File: src/rtl/hitlc_pkg.sv
// Shared constants and types for the hit/long-cluster layer sequencer.
// Default layer count and pipeline depth, the FSM state enum and the beat tag layout.
package hitlc_pkg;

    localparam int HITLC_NLAYER   = 6;
    localparam int SEL_W          = 3;
    localparam int HITLC_PIPE_LAT = 2;
    localparam int CNT_W          = 3;

    typedef enum logic [0:0] {
        IDLE = 1'b0,
        SCAN = 1'b1
    } state_t;

    typedef struct packed {
        logic             valid;
        logic [SEL_W-1:0] layer;
        logic             last;
    } tag_t;

    localparam tag_t TAG_IDLE = '{valid: 1'b0, layer: {SEL_W{1'b0}}, last: 1'b0};

endpackage

File: src/rtl/hitlc_next_layer.sv
// Combinational finder: the next set mask bit strictly above cur_idx.
// When none exists, last is raised and next_idx echoes cur_idx.
module hitlc_next_layer
    import hitlc_pkg::*;
#(
    parameter int NLAYER = HITLC_NLAYER
) (
    input  logic [NLAYER-1:0] mask,
    input  logic [SEL_W-1:0]  cur_idx,
    output logic [SEL_W-1:0]  next_idx,
    output logic              last
);

    // Walk downward so the lowest qualifying bit is the one left standing.
    always_comb begin
        next_idx = cur_idx;
        last     = 1'b1;
        for (int i = NLAYER - 1; i >= 0; i--) begin
            next_idx = (mask[i] && (i > int'(cur_idx))) ? SEL_W'(i) : next_idx;
            last     = (mask[i] && (i > int'(cur_idx))) ? 1'b0 : last;
        end
    end

endmodule

File: src/rtl/hitlc_seq.sv
// Walks each accepted track's layer mask through sel_chi, one layer per clock, and emits
// beat tags aligned to the mux's registered outputs. Define HITLC_SEQ_HITCOUNT_EN for nhit.
module hitlc_seq
    import hitlc_pkg::*;
#(
    parameter int NLAYER   = HITLC_NLAYER,
    parameter int PIPE_LAT = HITLC_PIPE_LAT
) (
    input  logic              clock,
    input  logic              reset_n,
    input  logic              track_valid,
    input  logic [NLAYER-1:0] track_mask,
    output logic              track_ready,
    output logic [SEL_W-1:0]  sel_chi,
    output logic              scan_active,
    input  logic [4:0]        hitmap_current,
    output logic              out_valid,
    output logic [SEL_W-1:0]  out_layer,
    output logic              out_last,
    output logic              done,
    output logic [CNT_W-1:0]  nhit
);

    localparam logic [NLAYER-1:0] BIT0 = {{(NLAYER-1){1'b0}}, 1'b1};

    state_t            state_q, state_d;
    logic [NLAYER-1:0] mask_q, mask_d;
    logic [SEL_W-1:0]  sel_q, sel_d;
    tag_t              pipe_q [PIPE_LAT];
    tag_t              pipe_d [PIPE_LAT];
    tag_t              issue_s;
    logic [SEL_W-1:0]  next_idx_s;
    logic [SEL_W-1:0]  low_idx_s;
    logic              next_last_s;
    logic              issue_last_s;
    logic              ready_s;
    logic              accept_s;
    logic              load_s;

    hitlc_next_layer #(.NLAYER(NLAYER)) u_next (
        .mask     (mask_q),
        .cur_idx  (sel_q),
        .next_idx (next_idx_s),
        .last     (next_last_s)
    );

    // Ready on the final issue of a track lets the next track start without a bubble.
    assign issue_last_s = (state_q == SCAN) && next_last_s;
    assign ready_s      = (state_q == IDLE) || issue_last_s;
    assign accept_s     = track_valid && ready_s;
    assign load_s       = accept_s && (track_mask != {NLAYER{1'b0}});

    // Lowest set bit of the incoming mask becomes the first select.
    always_comb begin
        low_idx_s = {SEL_W{1'b0}};
        for (int i = NLAYER - 1; i >= 0; i--) begin
            low_idx_s = track_mask[i] ? SEL_W'(i) : low_idx_s;
        end
    end

    // Next-state logic: each SCAN cycle issues sel_q, then advances or reloads.
    always_comb begin
        state_d = state_q;
        mask_d  = mask_q;
        sel_d   = sel_q;
        issue_s = TAG_IDLE;
        case (state_q)
            IDLE: begin
                if (load_s) begin
                    state_d = SCAN;
                    mask_d  = track_mask;
                    sel_d   = low_idx_s;
                end else begin
                    state_d = IDLE;
                end
            end
            SCAN: begin
                issue_s = '{valid: 1'b1, layer: sel_q, last: next_last_s};
                if (!next_last_s) begin
                    mask_d = mask_q & ~(BIT0 << sel_q);
                    sel_d  = next_idx_s;
                end else if (load_s) begin
                    mask_d = track_mask;
                    sel_d  = low_idx_s;
                end else begin
                    mask_d  = mask_q & ~(BIT0 << sel_q);
                    state_d = IDLE;
                end
            end
            default: begin
                state_d = IDLE;
            end
        endcase
    end

    // Tag delay line matching the mux output latency.
    always_comb begin
        pipe_d[0] = issue_s;
        for (int i = 1; i < PIPE_LAT; i++) begin
            pipe_d[i] = pipe_q[i-1];
        end
    end

    // Sequencer state, select register and tag pipeline.
    always_ff @(posedge clock or negedge reset_n) begin
        if (!reset_n) begin
            state_q <= IDLE;
            mask_q  <= {NLAYER{1'b0}};
            sel_q   <= {SEL_W{1'b0}};
            for (int i = 0; i < PIPE_LAT; i++) begin
                pipe_q[i] <= TAG_IDLE;
            end
        end else begin
            state_q <= state_d;
            mask_q  <= mask_d;
            sel_q   <= sel_d;
            for (int i = 0; i < PIPE_LAT; i++) begin
                pipe_q[i] <= pipe_d[i];
            end
        end
    end

    assign track_ready = ready_s;
    assign sel_chi     = sel_q;
    assign scan_active = (state_q == SCAN);
    assign out_valid   = pipe_q[PIPE_LAT-1].valid;
    assign out_layer   = pipe_q[PIPE_LAT-1].layer;
    assign out_last    = pipe_q[PIPE_LAT-1].last;
    assign done        = pipe_q[PIPE_LAT-1].valid && pipe_q[PIPE_LAT-1].last;

`ifdef HITLC_SEQ_HITCOUNT_EN
    logic [CNT_W-1:0] cnt_q, cnt_d, final_cnt_s;
    logic [CNT_W-1:0] nhit_pipe_q [PIPE_LAT];
    logic [CNT_W-1:0] nhit_pipe_d [PIPE_LAT];

    assign final_cnt_s = cnt_q + {{(CNT_W-1){1'b0}}, (hitmap_current != 5'd0)};

    // Stage 0 only moves on a final issue, so the output stage holds between done pulses.
    always_comb begin
        cnt_d          = accept_s ? {CNT_W{1'b0}} : (issue_s.valid ? final_cnt_s : cnt_q);
        nhit_pipe_d[0] = issue_last_s ? final_cnt_s : nhit_pipe_q[0];
        for (int i = 1; i < PIPE_LAT; i++) begin
            nhit_pipe_d[i] = nhit_pipe_q[i-1];
        end
    end

    // Hit counter and its delay line.
    always_ff @(posedge clock or negedge reset_n) begin
        if (!reset_n) begin
            cnt_q <= {CNT_W{1'b0}};
            for (int i = 0; i < PIPE_LAT; i++) begin
                nhit_pipe_q[i] <= {CNT_W{1'b0}};
            end
        end else begin
            cnt_q <= cnt_d;
            for (int i = 0; i < PIPE_LAT; i++) begin
                nhit_pipe_q[i] <= nhit_pipe_d[i];
            end
        end
    end

    assign nhit = nhit_pipe_q[PIPE_LAT-1];
`else
    logic unused_hitmap_s;
    assign unused_hitmap_s = ^hitmap_current;
    assign nhit            = {CNT_W{1'b0}};
`endif

endmodule
File: config.mk
export PLATFORM = sky130hd
export DESIGN_NAME = hitlc_seq
export DESIGN_NICKNAME = d
export VERILOG_FILES = /design/src/rtl/hitlc_pkg.sv /design/src/rtl/hitlc_next_layer.sv /design/src/rtl/hitlc_seq.sv
export SDC_FILE = /design/constraint.sdc
export NUM_CORES = 1
export LEC_CHECK = 0
export CORE_AREA = 2 2 46 48
export CTS_CLUSTER_DIAMETER = 30
export CTS_CLUSTER_SIZE = 20
export DETAILED_ROUTE_END_ITERATION = 12
export DIE_AREA = 0 0 48 50
export MAX_ROUTING_LAYER = met4
export PLACE_DENSITY_LB_ADDON = 0.12
export SLEW_MARGIN = 5
export SYNTH_ARGS = -nofsm -noshare
export SYNTH_HDL_FRONTEND = slang
export SYNTH_SLANG_ARGS = --single-unit
File: constraint.sdc
create_clock -name clock -period 2.92 [get_ports clock]
set_input_delay 0.292 -clock clock [delete_from_list [all_inputs] [get_ports clock]]
set_output_delay 0.292 -clock clock [all_outputs]
set_load 0.03 [all_outputs]
### Word level (Yosys, flattened, before mapping)

Cells that the tools add are included.

* register bits after elaboration: 20
* latch bits: 0
* RAM bits: 0
* bits in read-only memories: 0
* bits of input ports: 14
* output and inout port bits: 14
* memories kept: 0

* add/sub/neg operators: 0
* multiply operators: 0
* divide/modulo/power cells: 0
* magnitude comparators: 5
* equal/unequal tests: 2
* shift-type cells: 1
* multiplexer cells: 27
* bitwise gates (word level): 3
* reduce and logical (&&, ||, !) cells: 11

Operator list (count)
* $mux 3: 13
* $mux 6: 3
* $pmux 6 s2: 1
* $logic_and 1x1->1: 9
* $mux 1: 7
* $ne 7x1->1 const B: 1
* $and 6x6->6: 1
* $gt 2x3->1 const A: 2
* $gt 3x3->1 const A: 2
* $not 6->6: 1
* $pmux 3 s2: 1
* $reduce_bool 6->1: 1
* $shl 1x3->6 const A: 1
* $mux 5: 1
* $gt 1x3->1 const A: 1
* $ne 2x2->1 const B: 1
* $pmux 1 s2: 1
* $logic_or 1x1->1: 1
* $not 1->1: 1

### Depth between registers and ports, before layout

* word-level depth: 14
* depth in mapped cells: 7
* depth with buffers taken out: 5

### By module

A second synthesis with hierarchy kept.

* cell total of the unflattened synthesis: 96
* area total of the unflattened synthesis: 1024.7 um^2

Modules (own cells, without submodules)
* hitlc_seq: times used 1, cells an instance 73, area each 877.1 um^2, sequential area each 500.5 um^2
* hitlc_next_layer: times used 1, cells an instance 23, area each 147.6 um^2, sequential area each 0.0 um^2

### Worst setup path before layout

OpenSTA, ideal clock, no wires.

* path type: register to register
* from: register sel_q[1], in the netlist sel_chi[1]
* to: register mask_q[5]
* arrival time: 1.860 ns
* data required time: 2.798 ns
* path slack: 0.939 ns
* stages on the path, launching flop included: 6
* path buffers: 0
* period minus slack after synthesis: 1.981 ns
* cells stage by stage: dfrtp_1 > nand2b_1 > a21oi_2 > o311ai_4 > nand2_1 > a32o_1

* word-level cells in the longest chain between the ends: 14

Ends and longest elaborated chain
* start, declared: line hitlc_seq.sv:28 `logic [SEL_W-1:0] sel_q, sel_d;`
* start signal, assigned: line hitlc_seq.sv:109 `sel_q <= {SEL_W{1'b0}};`
* start signal, assigned: line hitlc_seq.sv:116 `sel_q <= sel_d;`
* $gt 3x3->1: line hitlc_next_layer.sv:20 `last = (mask[i] && (i > int'(cur_idx))) ? 1'b0 : last;`
* $logic_and 1x1->1: line hitlc_next_layer.sv:20
* $mux 1 (4 in a row): line hitlc_next_layer.sv:20
* $mux 1 *: line hitlc_next_layer.sv:20
* $logic_and 1x1->1 *: line hitlc_seq.sv:48 `assign issue_last_s = (state_q == SCAN) && next_last_s;`
* $logic_or 1x1->1 *: line hitlc_seq.sv:49 `assign ready_s = (state_q == IDLE) || issue_last_s;`
* net track_ready: line hitlc_seq.sv:13 `output logic track_ready,`
* $logic_and 1x1->1 *: line hitlc_seq.sv:50 `assign accept_s = track_valid && ready_s;`
* $logic_and 1x1->1 *: line hitlc_seq.sv:51 `assign load_s = accept_s && (track_mask != {NLAYER{1'b0}});`
* $mux 6: line hitlc_seq.sv:82 `end else if (load_s) begin`
* $mux 6: line hitlc_seq.sv:79 `if (!next_last_s) begin`
* $pmux 6 s2: line hitlc_seq.sv:67 `case (state_q)`
* end signal, assigned: line hitlc_seq.sv:108 `mask_q <= {NLAYER{1'b0}};`
* end signal, assigned: line hitlc_seq.sv:115 `mask_q <= mask_d;`
* end, declared: line hitlc_seq.sv:27 `logic [NLAYER-1:0] mask_q, mask_d;`

The timed path passes the listed nets; every way through them passes the cells marked *.
A chain may end at the register's enable or synchronous reset.

### Worst setup path in the final report

* from: register sel_q[1], in the netlist sel_chi[1]
* to: output port track_ready

* word-level cells in the longest chain between the ends: 9

Ends and longest elaborated chain (line)
* $gt 3x3->1: hitlc_next_layer.sv:20
* $logic_and 1x1->1: hitlc_next_layer.sv:20
* $mux 1 (4 in a row): hitlc_next_layer.sv:20
* $mux 1 *: hitlc_next_layer.sv:20
* $logic_and 1x1->1 *: hitlc_seq.sv:48
* $logic_or 1x1->1 *: hitlc_seq.sv:49
* end, declared: hitlc_seq.sv:13

Every way passes the cells marked *; elsewhere a longest branch is shown, timed or not.

==> results.toml <==
[timing]
fin_crit_ps = 2506
maxClockFrequency_mhz = 399.0
worstMarginPinSlew_ps = 797.9
hold_slack_ps = 356.3
fin_setup_tns_ps = 0
relSlewSlack_pct = 46.64
post-route-period-util_pct = 85.82
setup_viol = 0
fin_skew_ps = 5.163
finalMaxSlewViolations = 0
finalHoldViolCount = 0
rsz0062_at_grt = "false"

[placed_design]
gp_congestion = 0.8479
placed_cells = 123
dpl.hpwl_mm = 1.284
io_buffers = 19

[critical_path]
timing.rr.start = "sel_chi[1]"
cp_max_fo = 9
cp_slowest_cell = "clkdlybuf4s50_1"
critPathRequiredTime_ps = 2630
slowest_delay_ps = 750
crit_path_end_kind = "output port"
path_cells = "nand2b_1, a21oi_2, o311ai_4, clkdlybuf4s50_1"
startpoint = "sel_chi[1]"
crit_arrival_ps = 2210
critPathKind = "reg -> out"
cp-start-kind = "flip-flop"

[synth]
synth_xor_area_share_pct = 0
yosys_warnings = 0
netlist-cell-type-count = 32
ys_async_sr_fraction_pct = 100.0
ys.flop_type = "dfrtp_1"
synth_top_family_by_area = "compound AO/OA/AOI/OAI gates"
netlist_area_um2 = 885.9
synth_adder_area_share_pct = 0
ys_ff_latch = 19
seq_area_frac_synth_pct = 53.67
netlist_instances = 81
synth_compound_area_share_pct = 24.44
avgSynthCellArea_um2 = 10.94
synth_mux_area_share_pct = 0
synth_edf_count = 0
yosys.area_share.simple_pct = 15.54

[cts]
cts-resized-gates = 0
tritoncts = "built"
cts-root-buf = "clkbuf_4"
cts_buffers = 3
clk_path_buf_depth = 2
cts_hold_buf = 0
postCtsSetupRepairBufs = 0
clkLatencyLatePin_ps = 280
path_clk_slew_ps = 100
clock-sinks = 19
cts.htree.levels = 1

[run_status]
status = "finished clean"

[routing]
remaining_drc_errors = 0
ant_nets = 0
vias = 678
drt_iter0_drc = 18
first_pass_iters = 4
viasPerCell = 5.339
wl_per_cell_um = 12.91
wirelength_mm = 1.639

[layout]
n_antenna_cell = 0
layout_common_cells = "clkdlybuf4s50_1 (19), dfrtp_1 (19), nand2_1 (7)"
drive_gt1_share_pct = 9.000
fin_cells = 127
syn_to_final_growth_pct = 24.86
nets = 115
fillers = 181

[global_routing]
grt_pass1_wl_mm = 2.704
grt_overflow = 0
antenna_found_initial = 0
grt_start_max_net_pins = 20
grt_usage_pct = 16.15
grt_pass1_vias = 620

[floorplan]
core-area_um2 = 1902
pin_count = 28
fp.dieW_um = 48
die-height_um = 50
rows = 16
initial_core_util_pct = 46.58
die_area_um2 = 2400

[power_and_ir_drop]
power_density_nw_per_um2 = 1149
ir_drop_mv = 0.6235
leakagePower_nw = 0.4536

[job]
maxCapViolations = 0

[worst_hold_path]
min_from = "pipe_d[4]"
hold_path_class = "reg -> reg"
-- layout make-up --
class                           instances  area (um2)  share of cell area [%]
Multi-Input combinational cell         54       365.4                   33.03
Sequential cell                        19       475.5                   42.99
Tap cell                               27       33.78                   3.054
Clock buffer                            4       26.28                   2.376
Timing Repair Buffer                   19       190.2                   17.19
Inverter                                4       15.01                   1.357
-- flip-flops by register name (all words and copies together) (netlist names) --
signal       cells
mask_q           5
pipe_d           5
sel_chi          3
scan_active      1
out_valid        1
out_last         1
out_layer        3
-- per-layer routing --
metal	global-route usage, %	vias to the layer above	share of wire, %
li1	-	327	-
met1	21.63	324	45
met2	24.67	25	48
met3	3.297	2	6.5
met4	4.054	0	0.49
met5	-	-	0
-- cells by family (layout without fill, tap and decap cells) --
family,count (synthesis),after routing
compound gates,25,25
flops,19,19
buf+inv,10,27
other cells,1,3
simple gates,26,26
-- power by group --
| group | leakage [nW] | total (mW) | switching (mW) | internal (mW) |
|---|---|---|---|---|
| sequential | 0.232 | 0.493 | 0.111 | 0.381 |
| clock | 0.0150 | 0.126 | 0.0733 | 0.0529 |
| combinational | 0.206 | 0.652 | 0.365 | 0.287 |
| total | 0.454 | 1.27 | 0.550 | 0.721 |
-- critical path, delay by kind of cell (launching register included) --
kind            cells  cell delay [ps]
compound gates      2              530
buf+inv             1              750
flops               1              480
simple gates        1              160
-- worst paths after layout --
kind                            slack (ps)     endpoint  depth (start not counted)
worst min register to register         360    out_valid                          0
worst min-delay path                   360    out_valid                          0
worst max register to register        1120    mask_q[5]                          5
max in group asynchronous             1960    mask_q[4]                          1
worst max-delay path                   410  track_ready                          4
min in group asynchronous              460    pipe_d[2]                          1
-- cell usage after synthesis, drive strengths merged (2+ instances only) --
master | count | share of area [%]
a21oi | 4 | 2.7
a32o | 6 | 6.8
and2 | 5 | 3.5
buf | 6 | 4.2
dfrtp | 19 | 54
inv | 4 | 1.7
nand2 | 7 | 3.0
nor2 | 6 | 2.5
o211ai | 2 | 1.7
o21ai | 3 | 1.7
-- per-stage QoR --
stage / worst slack, ps / util [%] / area (um2) / total power, mW
floorplan: 938.5 / - / 893.4 / 0.9296
finish: 414.0 / 58.16 / 1106 / 1.270
CTS: 405.4 / 58.16 / 1106 / 1.280
global route: 257.8 / 58.16 / 1106 / 1.365
global placement: 737.9 / 56.78 / 1080 / 1.146
detailed placement: 731.1 / 56.78 / 1080 / 1.154
Power figures use the tool's default switching activity.
